### src/rtl/ucie_ctl_rx_flit_assembler.sv
// Purpose: collects NBYTES-wide RX beats into FLIT_BEATS-beat flits, stages each
//          flit for a one-cycle cancel window, then releases it or drops it.
// Latency: final beat at edge N, cancel sampled at edge N+1, o_fdi_pl_valid after N+1.
// Backpressure: none. Beats are accepted every enabled cycle. Disabling the stage
//          discards the partial and staged flits and pulses o_partial_drop.
module ucie_ctl_rx_flit_assembler #(
  parameter int NBYTES     = 8,
  parameter int FLIT_BEATS = 4,
  parameter int CNT_W      = 16
) (
  input  logic                           i_clk,
  input  logic                           i_rst,
  input  logic                           i_enable,
  input  logic [NBYTES*8-1:0]            i_beat_data,
  input  logic                           i_beat_valid,
  input  logic                           i_flit_cancel,
  output logic [NBYTES*8*FLIT_BEATS-1:0] o_fdi_pl_flit,
  output logic                           o_fdi_pl_valid,
  output logic                           o_partial_drop,
  output logic [CNT_W-1:0]               o_flit_count,
  output logic [7:0]                     o_cancel_count
);

  localparam int W  = NBYTES * 8;
  localparam int F  = W * FLIT_BEATS;
  localparam int CW = $clog2(FLIT_BEATS);
  localparam logic [CW-1:0] LAST_BEAT = CW'(FLIT_BEATS - 1);

  logic [CW-1:0]    beat_cnt_q, beat_cnt_d;
  logic [F-1:0]     asm_q, asm_d;
  logic [F-1:0]     stg_q, stg_d;
  logic             stg_valid_q, stg_valid_d;
  logic [F-1:0]     flit_q, flit_d;
  logic             pl_valid_q, pl_valid_d;
  logic             pdrop_q, pdrop_d;
  logic [CNT_W-1:0] fcnt_q, fcnt_d;
  logic [7:0]       ccnt_q, ccnt_d;
  logic [F-1:0]     asm_merged;

  // Next-state logic: disable wins over everything; otherwise the cancel window
  // is resolved and the incoming beat is assembled in the same cycle.
  always_comb begin
    beat_cnt_d  = beat_cnt_q;
    asm_d       = asm_q;
    stg_d       = stg_q;
    stg_valid_d = stg_valid_q;
    flit_d      = flit_q;
    pl_valid_d  = 1'b0;
    pdrop_d     = 1'b0;
    fcnt_d      = fcnt_q;
    ccnt_d      = ccnt_q;

    // Final beat is merged directly so staging sees the complete flit this cycle.
    asm_merged = asm_q;
    asm_merged[beat_cnt_q*W +: W] = i_beat_data;

    if (!i_enable) begin
      beat_cnt_d  = '0;
      stg_valid_d = 1'b0;
      pdrop_d     = (beat_cnt_q != '0) || stg_valid_q;
    end else begin
      if (stg_valid_q) begin
        stg_valid_d = 1'b0;
        if (i_flit_cancel) begin
          if (ccnt_q != 8'hFF) ccnt_d = ccnt_q + 8'd1;
        end else begin
          flit_d     = stg_q;
          pl_valid_d = 1'b1;
          fcnt_d     = fcnt_q + 1'b1;
        end
      end
      // Staging is always free here: FLIT_BEATS >= 2 keeps final beats apart.
      if (i_beat_valid) begin
        asm_d = asm_merged;
        if (beat_cnt_q == LAST_BEAT) begin
          stg_d       = asm_merged;
          stg_valid_d = 1'b1;
          beat_cnt_d  = '0;
        end else begin
          beat_cnt_d = beat_cnt_q + 1'b1;
        end
      end
    end
  end

  // State and registered outputs; reset clears everything, so a mid-flit reset loses data silently.
  always_ff @(posedge i_clk or negedge i_rst) begin
    if (!i_rst) begin
      beat_cnt_q  <= '0;
      asm_q       <= '0;
      stg_q       <= '0;
      stg_valid_q <= 1'b0;
      flit_q      <= '0;
      pl_valid_q  <= 1'b0;
      pdrop_q     <= 1'b0;
      fcnt_q      <= '0;
      ccnt_q      <= '0;
    end else begin
      beat_cnt_q  <= beat_cnt_d;
      asm_q       <= asm_d;
      stg_q       <= stg_d;
      stg_valid_q <= stg_valid_d;
      flit_q      <= flit_d;
      pl_valid_q  <= pl_valid_d;
      pdrop_q     <= pdrop_d;
      fcnt_q      <= fcnt_d;
      ccnt_q      <= ccnt_d;
    end
  end

  assign o_fdi_pl_flit  = flit_q;
  assign o_fdi_pl_valid = pl_valid_q;
  assign o_partial_drop = pdrop_q;
  assign o_flit_count   = fcnt_q;
  assign o_cancel_count = ccnt_q;

endmodule
### config.mk
export PLATFORM = sky130hd
export DESIGN_NAME = ucie_ctl_rx_flit_assembler
export DESIGN_NICKNAME = d
export VERILOG_FILES = /design/src/rtl/ucie_ctl_rx_flit_assembler.sv
export SDC_FILE = /design/constraint.sdc
export NUM_CORES = 1
export LEC_CHECK = 0
export BUFFER_PORTS_ARGS = -buffer_cell sky130_fd_sc_hd__buf_2
export CAP_MARGIN = 5
export CELL_PAD_IN_SITES_DETAIL_PLACEMENT = 0
export CELL_PAD_IN_SITES_GLOBAL_PLACEMENT = 2
export CORE_MARGIN = 5
export CORE_UTILIZATION = 25
export CTS_CLUSTER_SIZE = 16
export DETAILED_ROUTE_END_ITERATION = 7
export HOLD_SLACK_MARGIN = 0.12
export PLACE_DENSITY_LB_ADDON = 0.1
export SYNTH_ARGS = -nofsm -noshare
export SYNTH_HDL_FRONTEND = slang
export SYNTH_SLANG_ARGS = --single-unit
### constraint.sdc
create_clock -name i_clk -period 2.6 [get_ports i_clk]
set_input_delay 0.52 -clock i_clk [delete_from_list [all_inputs] [get_ports i_clk]]
set_output_delay 0.52 -clock i_clk [all_outputs]
set_load 0.1 [all_outputs]
# Word level (Yosys, flattened, before mapping)
# Index checks and enable logic that the tools add are counted.
# word_totals
word_cells	36
register_bits	797
# op_classes
add_sub_neg	4
muxes	11
eq_ne	3
bitwise	1
n_shift	2
reduce_logical	6
# op_table
operator	count
$bwmux W256	1
$shift A64 B34 Y256 const A	1
$shiftx A64 B34 Y256	1
$neg A8 Y34	1
$add A16 B1 Y16 const B	1
$add A8 B1 Y8 const B	1
$ne A8 B8 Y1 const B	1
$mux W1	7
$mux W2	3
$reduce_and A3 Y1	2
$reduce_and A4 Y1	1
$add A2 B1 Y2 const B	1
$eq A2 B2 Y1 const B	1
$ne A2 B1 Y1 const B	1
$reduce_and A2 Y1	1
$reduce_bool A2 Y1	1
$logic_or A1 B1 Y1	1
$not A1 Y1	1

# Depth between registers and ports, before layout
# depth
word_depth	4
ltp_mapped	9
depth_no_buf	6

# Worst setup path after synthesis
# No wires, ideal clock.
# synth_timing
kind	register -> register
startpoint	reg ccnt_q[0], in the netlist o_cancel_count[0]
endpoint	reg ccnt_q[1], in the netlist o_cancel_count[1]
path_stages_with_launch	6
t_arrival_ns	1.987
period_less_slack_ns	2.113
setup_slack_ns	0.487
required_time_ns	2.474
setup_ns	0.126
cell_sequence	dfrtp_1 > ha_1 > and4_1 > nand2_1 > nand2b_1 > mux2_2
# synth_between
elab_chain_len	2
# synth_rtl
element	line	rtl
start, declared	37	logic [7:0] ccnt_q, ccnt_d;
start signal, assigned	107	ccnt_q <= ccnt_d;
parallel branches: the longest is 2 deep, another holds $add A8 B1 Y8	n/a	
# Several ways; the timed one is not identified.
# A chain may end at the register's enable or synchronous reset.

# Worst setup path in the final report
# layout_timing
startpoint	reg beat_cnt_q[0]
endpoint	reg asm_q[223]
# layout_between
elab_chain_len	3
# layout_rtl
element	line	rtl
start, declared	29	logic [CW-1:0] beat_cnt_q, beat_cnt_d;
start signal, assigned	99	beat_cnt_q <= beat_cnt_d;
$neg A8 Y34 *	55	asm_merged[beat_cnt_q*W +: W] = i_beat_data;
$shiftx A64 B34 Y256 or $shift A64 B34 Y256 (tied branches)	55	
$bwmux W256 *	55	
end signal, assigned	100	asm_q <= asm_d;
end, declared	30	logic [F-1:0] asm_q, asm_d;
# Mark *: on every way between the ends. The rest lies on a longest branch, timed or not.

==> flow_summary.ini <==
[pwr]
power_frac_comb_pct = 10.7
p_sw_share_pct = 27.3
p_per_area_nw_per_um2 = 829
p_leak_nw = 20.2
internal_power_mw = 23.3
ir_drop_uv = 473
p_switching_mw = 8.78
clockPowerShare_pct = 42.8
seqPwrFrac_pct = 46.4

[detailed_routing]
drc = 0
ant_nets = 0
viasPerCell = 4.76
drt-pass1-iter-count = 5
vias = 23800
wl_per_cell_um = 23.0
wirelength_mm = 115
initialDrtViolationCount = 1525

[place]
gp_congestion = 0.720
dpl_cell_area_sq_um = 35500
post-place-ws_ns = 0.138
dp.cells = 4812
io_buffers = 350
hpwl_mm = 72.3

[global_routing]
grt_pass1_wl_mm = 173
grt_usage_pct = 17.2
grt_remaining_overflow = 0
antenna_found_initial = 20
grt_pass1_vias = 25000
grt_max_degree = 87

[hold_path]
hp-class = in -> reg

[layout]
final_common_cell = dfrtp_1
fin_cells = 4997
syn_to_final_growth_pct = 24.4
fillers = 12700
finalInstanceArea_sq_um = 38700
drive_above_1_share_pct = 19.2
layout_common_cells = 797 x dfrtp_1, 783 x nand2_1, 520 x nor2_1
final_nets = 3351

[logic_synthesis]
seq_area_frac_synth_pct = 64.0
syn-num-nets = 3065
syn_area_sq_um = 31100
synth.avg_cell_area_sq_um = 10.4
synth_cells = 2988
synth_cell_types = 34
ys_seq_elements = 797
synth_warnings = 0

[sta]
finalSetupViolCount = 0
finalWorstSetupSlack_ns = 0.108
fmax_mhz = 401
worst_clock_skew_ns = 0.0261
fin_crit_ns = 2.49
fin_crit_sh_pct = 95.8
hold_violations = 0
worst_pin_slew_ns = 0.640
relSlewSlack_pct = 57.3
fin_setup_tns_ns = 0
final-max-slew-violation-count = 0
whs_ns = 0.189
rsz0062_at_grt = no

[clock_tree]
cts.htree.levels = 3
clock-sinks = 797
clk_latency_ns = 0.66
clockRootBuffer = clkbuf_16
path_clk_slew_ns = 0.06
post_cts_resized = 0
cts_tree = yes
cts_setup_buffers = 0
postCtsHoldBufs = 1
clockBufferDepth = 3
numCtsBuffers = 96

[run]
cap_violations = 0

[worst_setup_path]
critPathLaunchType = flip-flop
end_kind = flip-flop
path_class = reg -> reg
required_ns = 3.18
path_cells = inv_2 > ha_1 > nor2_1 > nor4b_4 > and2_4 > buf_12 > a22o_1
critical_path.slowest_cell = dfrtp_1
cp.arrival_ns = 3.07
critPathMaxStageDelay_ns = 0.50
crit_fanout = 35

[floorplan]
die_x_um = 363
die_h_um = 363
start_util_pct = 25.2
die_area_sq_um = 132000
ios = 351
core_area_sq_um = 124000
rows = 129

[status]
status = finished clean
final timing paths:
path	from	cells after the start	endpoint	slack [ns]
worst max-delay path	beat_cnt_q[0]$_DFFE_PN0P_	7	asm_q[223]$_DFFE_PN0N_	0.11
worst min-delay path	i_enable	2	o_partial_drop$_DFF_PN0_	0.19
worst max register to register	beat_cnt_q[0]$_DFFE_PN0P_	7	asm_q[223]$_DFFE_PN0N_	0.11
worst min register to register	stg_q[207]$_DFFE_PN0P_	2	o_fdi_pl_flit[207]$_DFFE_PN0P_	0.46
max in group asynchronous	i_rst	3	o_fdi_pl_flit[43]$_DFFE_PN0P_	1.25
min in group asynchronous	i_rst	2	o_fdi_pl_flit[6]$_DFFE_PN0P_	0.43
worst max-delay path, delay by kind of cell, from the launching register on:
family	cells	cell delay [ns]
AND/OR/NAND/NOR	3	0.93
flip-flops	1	0.50
buffers and inverters	2	0.43
adder cells (fa/ha/maj)	1	0.33
AO/OA/AOI/OAI	1	0.18
cell families after synthesis:
family                     count (synthesis)  synth area share [%]
xor gates and xnor gates                  17                 0.478
adders and majority gates                  8                 0.321
buffers and inverters                    293                  3.79
DFF                                      797                  64.0
and+or+nand+nor                         1347                  16.6
muxes                                      4                 0.137
AOI/OAI and AO/OA                        522                  14.6
flip-flops by register name (all words and copies together) (netlist names):
signal / flops
o_fdi_pl_flit: 256
o_partial_drop: 1
o_fdi_pl_valid: 1
beat_cnt_q: 2
stg_valid_q: 1
o_flit_count: 16
o_cancel_count: 8
stg_q: 256
asm_q: 256
cell usage after synthesis, drive strengths merged:
master,instances,area (sq um)
o21a,1,7.51
xnor2,13,114
clkbuf,202,758
nor4b,1,23.8
and2,7,43.8
nand4b,1,8.76
nor2b,3,18.8
nor4,4,40.0
a22o,256,2240
inv,10,37.5
nand3,11,55.1
mux2,2,22.5
and4,3,26.3
nand2b,1,6.26
a221oi,256,2240
buf,80,382
clkinv,1,3.75
and3,1,6.26
a31oi,3,18.8
nand4,2,12.5
xor2,4,35.0
nor3,4,20.0
mux2i,2,20.0
nand3b,1,7.51
a211oi,1,7.51
ha,8,100
nand2,788,2960
a21oi,5,25.0
dfrtp,797,19900
nor2,520,1950
power groups by stage:
stage               Sequential [mW]  Combinational [mW]  Clock (mW)
finish                         14.9                3.45        13.8
global route                   15.1                3.86        14.8
CTS                            14.9                3.52        14.3
detailed placement             15.1                3.50           0
global placement               15.1                3.46           0
floorplan                      15.5                1.65           0
stage by stage:
stage	power (mW)	util, %
final	32.1	31.3
after global routing	33.7	31.3
after CTS	32.7	31.3
after detailed placement	18.6	28.7
after global placement	18.6	28.7
after floorplan	17.1	-
area by class of cell:
cell class | count | area (sq um) | share of cell area (%)
Sequential cell | 797 | 19900 | 51.5
Multi-Input combinational cell | 1898 | 10100 | 26.0
Timing Repair Buffer | 470 | 3390 | 8.75
Clock buffer | 142 | 2820 | 7.27
Tap cell | 1637 | 2050 | 5.29
Clock inverter | 27 | 365 | 0.943
Inverter | 11 | 65.1 | 0.168
Antenna cell | 15 | 37.5 | 0.0969
per-layer routing:
| layer | up-vias | routed length, um | share of wire (%) | GRT usage (%) |
|---|---|---|---|---|
| met5 | - | 42 | 0.037 | 0 |
| met4 | 8 | 2030 | 1.8 | 4.29 |
| met3 | 118 | 6050 | 5.3 | 3.39 |
| met2 | 604 | 52400 | 46 | 27.2 |
| met1 | 12300 | 54200 | 47 | 24.5 |
| li1 | 10800 | - | - | - |
Power figures use the tool's default switching activity.
